==> src/rtl/hazard_tracker.sv <==
// hazard_tracker
// Tracks the destination register of every instruction issued past ID
// through DEPTH downstream stages (stage 0 = EXE, the youngest). From that
// record it raises the read-after-write interlock for ID, reports the
// youngest producing stage of each source for the forwarding muxes, and
// squashes the youngest FLUSH_DEPTH stages when a branch is taken in EXE.
//
// Ports:
//   clk, rst            clock; asynchronous active-high reset
//   id_valid_i          ID holds a real instruction
//   rs1_en_i/rs1_addr_i source 1 read enable and address
//   rs2_en_i/rs2_addr_i source 2 read enable and address
//   rd_en_i/rd_addr_i   ID instruction writes rd_addr_i
//   flush_i             branch taken in EXE
//   stall_o             hold IF/ID and insert a bubble
//   issue_o             the ID instruction advances this cycle
//   fwdN_hit_o          source N matches a tracked stage
//   fwdN_stage_o        youngest matching stage for source N (0 if no hit)
//   inflight_o          number of valid tracked entries
//   retire_valid_o      valid flag of the oldest stage
//   retire_addr_o       destination address held in the oldest stage
module hazard_tracker #(
  parameter int REG_ADDR_LEN  = 5,
  parameter int DEPTH         = 3,
  parameter int WRITE_THROUGH = 1,
  parameter int ZERO_REG      = 1,
  parameter int FLUSH_DEPTH   = 1,
  localparam int StageW       = $clog2(DEPTH),
  localparam int CountW       = $clog2(DEPTH + 1)
) (
  input  logic                    clk,
  input  logic                    rst,
  input  logic                    id_valid_i,
  input  logic                    rs1_en_i,
  input  logic [REG_ADDR_LEN-1:0] rs1_addr_i,
  input  logic                    rs2_en_i,
  input  logic [REG_ADDR_LEN-1:0] rs2_addr_i,
  input  logic                    rd_en_i,
  input  logic [REG_ADDR_LEN-1:0] rd_addr_i,
  input  logic                    flush_i,
  output logic                    stall_o,
  output logic                    issue_o,
  output logic                    fwd1_hit_o,
  output logic [StageW-1:0]       fwd1_stage_o,
  output logic                    fwd2_hit_o,
  output logic [StageW-1:0]       fwd2_stage_o,
  output logic [CountW-1:0]       inflight_o,
  output logic                    retire_valid_o,
  output logic [REG_ADDR_LEN-1:0] retire_addr_o
);

  // With a write-through register file the oldest stage has already written
  // by the time ID reads, so it is excluded from hazard detection.
  localparam int LastHazardStage = (WRITE_THROUGH != 0) ? DEPTH - 2 : DEPTH - 1;
  localparam bit ZeroHardwired   = (ZERO_REG != 0);

  logic [DEPTH-1:0]                   stageValid_q, stageValid_d;
  logic [DEPTH-1:0][REG_ADDR_LEN-1:0] stageDest_q, stageDest_d;
  logic [DEPTH-1:0]                   hit1Vec, hit2Vec;
  logic                               src1Live, src2Live;
  logic                               match1, match2;
  logic                               stallInt, issueInt;

  // A source that is not read, or that reads the hardwired zero register,
  // can never depend on an in-flight write.
  assign src1Live = rs1_en_i && !(ZeroHardwired && (rs1_addr_i == '0));
  assign src2Live = rs2_en_i && !(ZeroHardwired && (rs2_addr_i == '0));

  // Per-stage compare of both sources against every hazard-relevant stage.
  always_comb begin
    hit1Vec = '0;
    hit2Vec = '0;
    for (int i = 0; i < DEPTH; i++) begin
      if (i <= LastHazardStage) begin
        hit1Vec[i] = src1Live && stageValid_q[i] && (stageDest_q[i] == rs1_addr_i);
        hit2Vec[i] = src2Live && stageValid_q[i] && (stageDest_q[i] == rs2_addr_i);
      end
    end
  end

  // Priority pick of the youngest (lowest index) matching stage; scanning from
  // the oldest down lets the last assignment win.
  always_comb begin
    match1       = 1'b0;
    match2       = 1'b0;
    fwd1_stage_o = '0;
    fwd2_stage_o = '0;
    for (int i = DEPTH - 1; i >= 0; i--) begin
      if (hit1Vec[i]) begin
        match1       = 1'b1;
        fwd1_stage_o = StageW'(i);
      end
      if (hit2Vec[i]) begin
        match2       = 1'b1;
        fwd2_stage_o = StageW'(i);
      end
    end
  end

  // Flush overrides the interlock: the ID instruction is being discarded, so
  // it neither stalls nor issues. Reset forces both low while asserted.
  assign stallInt = !rst && id_valid_i && !flush_i && (match1 || match2);
  assign issueInt = !rst && id_valid_i && !flush_i && !stallInt;

  assign stall_o    = stallInt;
  assign issue_o    = issueInt;
  assign fwd1_hit_o = match1;
  assign fwd2_hit_o = match2;

  // Next state of the shift pipeline. On flush the entries leaving the
  // youngest FLUSH_DEPTH stages arrive invalid in their successors.
  always_comb begin
    stageValid_d    = '0;
    stageDest_d     = '0;
    stageValid_d[0] = issueInt && rd_en_i && !(ZeroHardwired && (rd_addr_i == '0));
    stageDest_d[0]  = rd_addr_i;
    for (int i = 1; i < DEPTH; i++) begin
      stageValid_d[i] = stageValid_q[i-1] && !(flush_i && ((i - 1) < FLUSH_DEPTH));
      stageDest_d[i]  = stageDest_q[i-1];
    end
  end

  // Tracking register; shifts every cycle, reset drops every entry at once.
  always_ff @(posedge clk or posedge rst) begin
    if (rst) begin
      stageValid_q <= '0;
      stageDest_q  <= '0;
    end else begin
      stageValid_q <= stageValid_d;
      stageDest_q  <= stageDest_d;
    end
  end

  // Occupancy count straight from the registered valid bits.
  always_comb begin
    inflight_o = '0;
    for (int i = 0; i < DEPTH; i++) begin
      inflight_o = inflight_o + CountW'(stageValid_q[i]);
    end
  end

  assign retire_valid_o = stageValid_q[DEPTH-1];
  assign retire_addr_o  = stageDest_q[DEPTH-1];

endmodule

==> config.mk <==
export PLATFORM = sky130hd
export DESIGN_NAME = hazard_tracker
export DESIGN_NICKNAME = d
export VERILOG_FILES = /design/src/rtl/hazard_tracker.sv
export SDC_FILE = /design/constraint.sdc
export NUM_CORES = 1
export LEC_CHECK = 0
export BUFFER_PORTS_ARGS = -buffer_cell sky130_fd_sc_hd__buf_4
export CAP_MARGIN = 20
export CELL_PAD_IN_SITES_DETAIL_PLACEMENT = 0
export CELL_PAD_IN_SITES_GLOBAL_PLACEMENT = 1
export CORE_MARGIN = 2
export CORE_UTILIZATION = 30
export CTS_BUF_LIST = sky130_fd_sc_hd__clkbuf_8
export CTS_CLUSTER_SIZE = 12
export DETAILED_ROUTE_END_ITERATION = 8
export GPL_ROUTABILITY_DRIVEN = 0
export PLACE_DENSITY = 0.76
export SYNTH_ARGS = -nofsm -noshare
export SYNTH_HDL_FRONTEND = slang
export SYNTH_SLANG_ARGS = --single-unit
==> constraint.sdc <==
create_clock -name clk -period 1.9 [get_ports clk]
set_input_delay 0.38 -clock clk [delete_from_list [all_inputs] [get_ports clk]]
set_output_delay 0.38 -clock clk [all_outputs]
set_load 0.02 [all_outputs]
After elaboration in Yosys (flattened, before gate mapping):

Cells that the tools add are included.

* flip-flop bits (word level): 18
* input bits: 22
* word-level logic and storage cells: 45

* add/sub/neg operators: 2
* equality and inequality tests: 4
* muxes and demuxes: 8
* reduce and logical (&&, ||, !) cells: 27

Operators by type and width (number)
* $eq A5 B5 Y1: 4
* $logic_and A1 B1 Y1: 17
* $logic_not A5 Y1: 3
* $mux W1: 7
* $logic_not A1 Y1: 6
* $add A1 B1 Y2: 1
* $add A2 B1 Y2: 1
* $mux W2: 1
* $logic_or A1 B1 Y1: 1

Depth between registers and ports, before layout:

* depth in word-level cells: 13
* depth in mapped cells: 5
* mapped depth without buffers: 5

Worst setup path before layout:

No wires, ideal clock.

* path kind: input to output
* from: input rs1_addr_i[1]
* to: output issue_o
* arrival: 1.723 ns
* required time: 1.520 ns
* path slack: -0.203 ns
* stages: 5
* buffers on the path: 0
* cell sequence: or4_4 > o21ai_2 > nand4b_2 > nand3_2 > nor3_1

* word-level cells in the longest chain between the ends: 11
* elaborated cells between the ends (all ways): 15
* classes of those cells: 2 x eq/ne; 2 x mux; 11 x reduce/logical

RTL lines
* start, declared: line 35 `input logic [REG_ADDR_LEN-1:0] rs1_addr_i,`
* $logic_not A5 Y1: line 66 `assign src1Live = rs1_en_i && !(ZeroHardwired && (rs1_addr_i == '0));`
* $logic_not A1 Y1: line 66
* $logic_and A1 B1 Y1: line 66
* $logic_and A1 B1 Y1 (2 in series): line 75 `hit1Vec[i] = src1Live && stageValid_q[i] && (stageDest_q[i] == rs1_addr_i);`
* $mux W1: line 89 `if (hit1Vec[i]) begin`
* $mux W1 *: line 89
* $logic_or A1 B1 Y1 *: line 102 `assign stallInt = !rst && id_valid_i && !flush_i && (match1 || match2);`
* $logic_and A1 B1 Y1 *: line 102
* $logic_not A1 Y1 *: line 103 `assign issueInt = !rst && id_valid_i && !flush_i && !stallInt;`
* $logic_and A1 B1 Y1 *: line 103
* end, declared: line 42 `output logic issue_o,`

Mark *: on every way between the ends. The rest lies on a longest branch, timed or not.

Final worst setup path:

* from: register stageDest_q, in the netlist stageDest_d[7]
* to: output stall_o

* word-level cells in the longest chain between the ends: 5
* elaborated cells between the ends (all ways): 8
* classes of those cells: 2 x eq/ne; 2 x mux; 4 x reduce/logical

RTL lines
* start, declared: line 58 `logic [DEPTH-1:0][REG_ADDR_LEN-1:0] stageDest_q, stageDest_d;`
* start signal, assigned: line 130 `stageDest_q <= stageDest_d;`
* $eq A5 B5 Y1, on equally long branches: line 75, 76
* $logic_and A1 B1 Y1, on equally long branches: line 75, 76
* $mux W1, on equally long branches: line 89, 93
* $logic_or A1 B1 Y1 *: line 102
* $logic_and A1 B1 Y1 *: line 102
* end, declared: line 41 `output logic stall_o,`

Marks and branches as above.

==> qor.txt <==
Synthesized area: 858 um^2
Leakage Power: 0.698 nW
Diodes inserted: 0
Die X: 57.5 um
FF+latch area: 452 um^2
Cell area after layout: 0.00140 mm^2
Seq pwr share: 0.476
Quantity of hold-fixing buffers added after cts: 0
CTS tree: yes
Initial DRC count: 17
Final Setup Violations: 6
Worst Skew: 0.00513 ns
Compound-gate portion of the synthesized area: 0.0277
Dpl ws: -0.302 ns
I/O pin total: 38
Synth Area per Inst: 11.9 um^2
Worst skew pair latency: 0.25 ns
Worst Tran Pin Value: 0.661 ns
Max rail drop VDD: 0.710 mV
Synth top area share: 0.525
Initial antenna violation count: 0
Final net count: 149
DRC viols: 0
Rel. slew slack: 0.559
Inst Count DP: 144
Comb power frac: 0.178
Starting Density: 0.314
Top cell type by total area after synthesis: dfrtp_1
Final WS setup: -0.244 ns
Buffers plus inverters on the worst setup path: 2
Antenna-violating nets left: 0
CTS Buf Count: 3
Cells after Synth: 72
Seq cells post-synth: 18
Pint: 0.669 mW
Synth top area cells: dfrtp_1 52%, xnor2_1 10%, xor2_1 10%
Clk buf depth: 2
Post-Synth XOR/XNOR Area: 0.204
Post-synthesis mux area share: 0
Adder-cell share of the synthesized area: 0.0233
First-pass detailed-route iteration total: 4
Commonest non-fill, non-tap cell in the layout: buf_4
Layout cell share with drive strength beyond 1: 0.528
Delay-heaviest family, CP: simple AND/OR/NAND/NOR gates
First-pass GRT wire length: 3300 um
Slew Limit Fails: 0
Failing checks: setup timing
Vias in the first global route: 706
# fillers: 245
Layout area overhead: 62.8%
Switching Share: 0.235
Post-Place Cell Area: 0.00121 mm^2
Critical-path cell list: buf_4, xor2_1, nor4_2, nand4b_4, nand3_4, o21ba_4, buf_6
IO Port Bufs: 35
MaxCap Viol Count: 0
Sequential share of the synthesized area: 0.525
Area of the multi-input gates: 450 um^2
Post-DP HPWL: 1600 um
Final Util: 0.511
Library cells used by synthesis: 23
CP endpoint kind: primary output
Routed via count: 711
Vias per std cell: 4.56
Remaining Overflow, GRT: 0
Tcrit/Tclk final: 1.13
Synth Area in Simple Gates: 0.194
Ys Warns: 0
CP max FO: 3
Worst path required time: 1.52 ns
Most frequent cells in the layout: 45 x buf_4, 17 x dfrtp_1, 10 x xnor2_1, 10 x xor2_1, 6 x nand2_1
Largest family of logic cells by synthesized area: XOR/XNOR gates
Worst Setup Start Kind: flip-flop
Outcome: finished, violations left
Pin count of the biggest net entering global routing: 19
Number of hold violations in the final report: 0
Clock Sink Count: 18
Die Footprint: 0.00331 mm^2
Avg WL per Cell: 13.3 um
Highest-delay cell along the critical path: dfrtp_1
Critical path arrival: 1.76 ns
P per Cell Area: 625 mW/mm^2
H-Tree Depth: 1
Root buffer cell: clkbuf_8
Hold WC Path Type: in2async
Core area: 0.00273 mm^2
CP Class: reg2out
Post-route insts no fill: 156
Hold_ws: 0.234 ns
P_sw: 0.205 mW
Min cycle time layout: 2.14 ns
Clk slew on worst S/H paths: 0.07 ns
WL final: 2070 um
RSZ-0062 raised after global routing: true
Num rows: 19
CP max stage delay: 0.41 ns
Die Ht: 57.5 um
Tot GR Track Use: 0.135
Clock group share of total power: 0.346
FMAX: 466 MHz
-- cell type report --
type                            count  area share
Sequential cell                    18       0.323
Multi-Input combinational cell     52       0.322
Timing Repair Buffer               50       0.285
Clock buffer                        4      0.0394
Tap cell                           31      0.0278
Inverter                            1     0.00269
-- final timing paths --
check / startpoint / cells past startpoint / endpoint / slack, ns
min in group clk: rd_addr_i[4] / 1 / stageDest_d[9] / 0.25
setup / recovery: stageDest_d[7] / 7 / stall_o / -0.24
hold reg to reg: stageValid_q[1] / 0 / stageValid_q[2] / 0.45
max in group asynchronous: rst / 2 / stageValid_q[0] / 1.20
setup reg to reg: stageDest_d[7] / 9 / stageValid_q[0] / 0.17
hold / removal: rst / 2 / stageValid_q[2] / 0.23
-- cell families (layout without fill, tap and decap cells) --
group / Yosys count / in the layout
xor+xnor: 20 / 20
fa+ha+maj: 1 / 1
simple gates: 26 / 26
flops: 18 / 18
buf+inv: 3 / 55
compound gates: 3 / 3
other cells: 1 / 2
-- power groups by stage --
stage | logic [mW] | registers [mW] | clock network (mW)
2_1_floorplan | 0.0591 | 0.428 | 0
3_3_place_gp | 0.135 | 0.424 | 0
3_5_place_dp | 0.137 | 0.424 | 0
4_1_cts | 0.153 | 0.416 | 0.310
5_1_grt | 0.170 | 0.417 | 0.335
6_report | 0.156 | 0.416 | 0.302
-- metal layers --
layer | up-vias | GRT usage | part of all wire
li1 | 346 | - | -
met1 | 341 | 0.169 | 0.40
met2 | 22 | 0.229 | 0.53
met3 | 2 | 0.0431 | 0.059
met4 | 0 | 0.0299 | 0.0072
met5 | - | 0 | 0
-- cells in the mapped netlist --
master / instances
dfrtp_1: 18
xnor2_1: 10
xor2_1: 10
nand2_1: 6
nand4_1: 3
nor3_1: 3
nor4_1: 3
buf_4: 2
nor2_1: 2
nor2b_1: 2
and2_2: 1
conb_1: 1
fa_1: 1
inv_1: 1
nand3_2: 1
nand4b_2: 1
nor4_2: 1
o21ai_0: 1
o21ai_2: 1
o21ba_2: 1
or2b_1: 1
or4_1: 1
or4_4: 1
-- registers in the layout (all words and copies together), names as in the netlist --
| register | count |
|---|---|
| retire_addr_o | 5 |
| stageDest_d | 10 |
| stageValid_q | 3 |
-- through the flow --
stage | TNS, ns | total power [mW]
final | -1.11 | 0.874
after floorplan | -0.0116 | 0.487
after detailed placement | -0.945 | 0.561
after global routing | -1.72 | 0.922
after CTS | -1.22 | 0.879
after global placement | -0.857 | 0.559
-- worst register-to-register path, cell delays in order, from the launching register on --
cell      delay (ns)
dfrtp_1         0.41
buf_4           0.16
xor2_1          0.15
nor4_2          0.26
nand4b_4        0.16
nand3_4         0.14
buf_4           0.12
buf_4           0.09
buf_4           0.09
nor4_2          0.03
-- what timing repair did --
item	CTS	global route
pin swaps	11	4
endpoints found under the hold margin	0	0
endpoints found under the setup margin	6	6
buffers inserted	6	2
gates resized for setup	13	1
No activity file was read; power rests on OpenSTA's default activity.
